==> src/rtl/ntt_addr_gen.sv <==
// ntt_addr_gen -- butterfly address sequencer for an in-place radix-2 NTT.
//
// Walks LOGN stages of 2^(LOGN-1) butterflies each and presents one beat per
// accepted handshake: the two coefficient addresses of the butterfly, the
// twiddle ROM index and the stage number. Forward transforms visit stage
// sizes in ascending order, inverse transforms in descending order.
//
// Ports
//   clk      sole clock, rising edge
//   rst_n    synchronous active-low reset
//   start    begin a transform (sampled only in IDLE)
//   inverse  direction, captured together with start
//   ready    downstream butterfly accepts the current beat
//   valid    addr_a/addr_b/tw_idx/stage carry a beat
//   addr_a   upper-leg coefficient address
//   addr_b   lower-leg coefficient address
//   tw_idx   twiddle ROM index
//   stage    current stage number, 0..LOGN-1
//   busy     high while RUN or DONE
//   done     one-cycle pulse after the final beat is accepted
module ntt_addr_gen #(
  parameter int LOGN = 3
) (
  input  logic            clk,
  input  logic            rst_n,
  input  logic            start,
  input  logic            inverse,
  input  logic            ready,
  output logic            valid,
  output logic [LOGN-1:0] addr_a,
  output logic [LOGN-1:0] addr_b,
  output logic [LOGN-2:0] tw_idx,
  output logic [3:0]      stage,
  output logic            busy,
  output logic            done
);

  typedef enum logic [1:0] {
    IDLE = 2'd0,
    RUN  = 2'd1,
    DONE = 2'd2
  } state_t;

  localparam logic [3:0]      LAST_S = 4'(LOGN - 1);
  localparam logic [LOGN-2:0] J_ONE  = (LOGN-1)'(1);
  localparam logic [LOGN-1:0] A_ONE  = LOGN'(1);

  state_t          state;
  logic [3:0]      s;     // stage counter
  logic [LOGN-2:0] j;     // butterfly counter within the stage
  logic            inv;   // direction captured at start

  // Sequencer. The beat outputs are pure decodes of these registers, so they
  // stay stable for as long as ready is held low.
  // NOTE: state registers use non-blocking assignments so every flop samples
  // pre-edge values; blocking here would create order-dependent races.
  always_ff @(posedge clk) begin
    if (!rst_n) begin
      state <= IDLE;
      s     <= '0;
      j     <= '0;
      inv   <= 1'b0;
    end else begin
      case (state)
        IDLE: begin
          if (start) begin
            state <= RUN;
            inv   <= inverse;
            s     <= '0;
            j     <= '0;
          end
        end
        RUN: begin
          // valid is high throughout RUN, so ready alone marks a handshake.
          if (ready) begin
            if (&j) begin
              j <= '0;
              if (s == LAST_S) begin
                state <= DONE;
                s     <= '0;
              end else begin
                s <= s + 4'd1;
              end
            end else begin
              j <= j + J_ONE;
            end
          end
        end
        DONE:    state <= IDLE;
        default: state <= IDLE;
      endcase
    end
  end

  // Address decode. e is the butterfly span level: h = 2^e is the distance
  // between the two legs. j splits into a group number g (upper bits) and an
  // offset k inside the group (low e bits); groups are 2h apart.
  logic [3:0]      e;
  logic [LOGN-1:0] h;
  logic [LOGN-1:0] k;
  logic [LOGN-1:0] g;
  logic [LOGN-1:0] a_raw;
  logic [LOGN-1:0] tw_full;

  // NOTE: every signal assigned in this block gets a default first, so no
  // path leaves a value unassigned and no latch is inferred.
  always_comb begin
    e       = inv ? (LAST_S - s) : s;
    h       = A_ONE << e;
    k       = {1'b0, j} & (h - A_ONE);
    g       = {1'b0, j} >> e;
    // Bit e of a_raw is always 0, so OR-ing h in is the same as adding it.
    a_raw   = (g << (e + 4'd1)) | k;
    // k < 2^e, so shifting by LOGN-1-e keeps it below 2^(LOGN-1).
    tw_full = k << (LAST_S - e);

    addr_a = '0;
    addr_b = '0;
    tw_idx = '0;
    stage  = '0;
    if (state == RUN) begin
      addr_a = a_raw;
      addr_b = a_raw | h;
      tw_idx = tw_full[LOGN-2:0];
      stage  = s;
    end
  end

  assign valid = (state == RUN);
  assign busy  = (state != IDLE);
  assign done  = (state == DONE);

endmodule
==> config.mk <==
export PLATFORM = sky130hd
export DESIGN_NAME = ntt_addr_gen
export DESIGN_NICKNAME = d
export VERILOG_FILES = /design/src/rtl/ntt_addr_gen.sv
export SDC_FILE = /design/constraint.sdc
export NUM_CORES = 1
export LEC_CHECK = 0
export CAP_MARGIN = 20
export CORE_ASPECT_RATIO = 0.9
export CORE_MARGIN = 10
export CORE_UTILIZATION = 30
export CTS_CLUSTER_DIAMETER = 40
export CTS_CLUSTER_SIZE = 16
export DETAILED_ROUTE_END_ITERATION = 12
export MAX_ROUTING_LAYER = met4
export PLACE_DENSITY = 0.54
export SLEW_MARGIN = 15
export SYNTH_ARGS = -nofsm -noshare
export SYNTH_HDL_FRONTEND = slang
export SYNTH_SLANG_ARGS = --single-unit
==> constraint.sdc <==
create_clock -name clk -period 3.05 [get_ports clk]
set_input_delay 0.61 -clock clk [delete_from_list [all_inputs] [get_ports clk]]
set_output_delay 0.61 -clock clk [all_outputs]
set_load 0.05 [all_outputs]
==> metrics <==
outcome completed; final global-route overflow total 0; # hold bufs at CTS 0; post-synthesis net count 130; P_leak 0.4659 nW; synth warn 0; Worst-Margin Slew 517.6 ps; DP Area 1249 µm²; Sw Pwr 0.1382 mW; fillers 320; Final #Nets 151; Die Wd 78.56 µm; Seq cells post-synth 9; Avg Cell Area, Syn 7.652 µm²; setup ws final 149.7 ps; Setup violations, final 0; DR pass1 iterations 4; worst relative slew slack 65.39%; via/cell ratio 4.869; Core Footprint 3019 µm²; CTS tree done; dpl hpwl 1919 µm; dpl cells 179; Comb power frac 39.4%; Layout Cells excl Fill 183; final setup TNS 0 ps; drt first-iter violations 35; Critical Path Start Type register; critical path capture point type primary output; Placement Rows 19; final hold vios 0; DRC Markers 0; vias 891; vias in the first global route 844; n_diodes 0; minimum clock period 2900 ps; Starting Density 30.67%; RSZ-0062 raised after global routing false; layout cells sized above 1 24.11%; CTS max path bufs 2; Max Slew Vio Count 0; worst min-delay path category reg -> reg; sequential share of power 35.8%; Int Pwr 0.2365 mW; worst hold slack 573.8 ps; critical path class reg -> out; FMAX 344.8 MHz; post-route cell area 1296 µm²; Primary FF master, synth dfxtp_1; commonest non-fill, non-tap cell in the layout nor2_1; Port Buffers 19; EDFF count, synth 0; clock slew at reported path FFs 60 ps; worst path required time 2440 ps; Num CTS Buffers 3; pre-CTS setup slack 154.9 ps; switch share 36.88%; Cell variety after synth 41; final wirelength 2341 µm; I/O pins 20; Clock Sink Count 9; clk root buf clkbuf_4; Die Ht 72.71 µm; H-tree levels 1; Clk pwr share 24.8%; initial antenna violation count 0; Clock Skews 9.334 ps; commonest non-fill, non-tap cells in the layout nor2_1, clkdlybuf4s50_1, dfxtp_1, buf_12, nand2_1; first-pass GRT wire length 3960 µm; Synth-to-Final Area Change 40.00%; max_cap viols 0; post-synthesis sequential area ratio 19.46%; clk_lat worst skew 260 ps; Power Total 0.3746 mW; Cell Area, Synth 925.9 µm²; final core occ 42.93%; pin count of the biggest net entering global routing 14; Period Utilization, post-route 95.09%; Power per Cell Area 289.0 nW/µm²; DR WL/cell 12.79 µm; Async SR Flop Fraction 0%; VDD IR max 0.0001521 V; CP arrival 2290 ps; DIE AREA 5712 µm²; CP Max Fanout 9; GRT Overall Usage 8.509%; Post-Syn Instances 121; Final Wtd Congestion 0.8586; post-route ant nets 0
state kept, by name, indices dropped and copies added, names as in the netlist:
name / flops
j: 2
inv: 1
state: 2
s: 4
cells in the mapped netlist, types with 2 or more instances:
cell	number	share of area, %
o21ai_0	4	2.2
nand3_1	5	2.7
nand2b_1	2	1.4
nor2_1	16	6.5
nor3_1	6	3.2
nor2b_1	4	2.7
xnor2_1	3	2.8
inv_1	6	2.4
a31oi_1	2	1.4
mux2_2	2	2.4
o21ai_1	2	1.1
or3_1	2	1.4
and2_1	4	2.7
a2bb2oi_1	2	1.9
mux2i_1	4	4.3
nand2_1	7	2.8
xnor3_1	2	4.9
dfxtp_1	9	19
buf_2	5	2.7
or2_2	2	1.4
ha_1	4	5.4
o21ai_2	2	1.9
a21boi_1	2	1.6
a21oi_1	7	3.8
metal layers:
layer  GRT usage [%]  up-vias  part of all wire, %
li1                -      467                    -
met2           12.23       23                   42
met1           10.82      401                   50
met5               -        -                    0
met3           3.202        0                  7.4
met4           2.386        0                    0
timing repair:
| item | 4_1_cts | 5_1_grt |
|---|---|---|
| endpoints found under the setup margin | 2 | 5 |
| setup buffers | 0 | 0 |
| hold endpoints to repair | 0 | 0 |
| pin swaps | 0 | 0 |
| resized for setup | 2 | 5 |
power groups by stage:
stage          Clock (mW)  Combinational (mW)  Sequential [mW]
6_report           0.0929               0.148            0.134
5_1_grt             0.105               0.160            0.136
4_1_cts            0.0980               0.147            0.134
3_5_place_dp            0               0.145            0.137
3_3_place_gp            0               0.145            0.137
2_1_floorplan           0               0.104            0.129
final timing paths:
check | start | endpoint | slack (ps) | cells past startpoint
worst min register to register | s[2] | s[2] | 570 | 3
worst max-delay path | s[0] | addr_b[1] | 150 | 7
worst max register to register | state[0] | s[0] | 1340 | 6
worst min-delay path | s[2] | s[2] | 570 | 3
worst max-delay path: stages, from the launching register on:
cell and delay, ps:
dfxtp_1 360, buf_4 190, ha_2 220, xnor3_1 360
a2111oi_4 390, nand2_1 150, a31oi_2 200, buf_12 170
logic make-up after synthesis:
group                    synth area share, %
multiplexers                           6.757
adder cells (fa/ha/maj)                5.406
XOR/XNOR                               7.703
buffers and inverters                  7.567
AO/OA/AOI/OAI                          24.06
flip-flops                             19.46
AND/OR/NAND/NOR                        29.05
area by class of cell:
class                      count  area (µm²)  area share, %
multi-input combinational     98       706.9          54.54
timing repair buffer          23       300.3          23.17
sequential                     9       183.9          14.19
tap                           42       52.55          4.054
clock buffer                   4       26.28          2.027
inverter                       7       26.28          2.027
(Power assumes the default switching activity.)
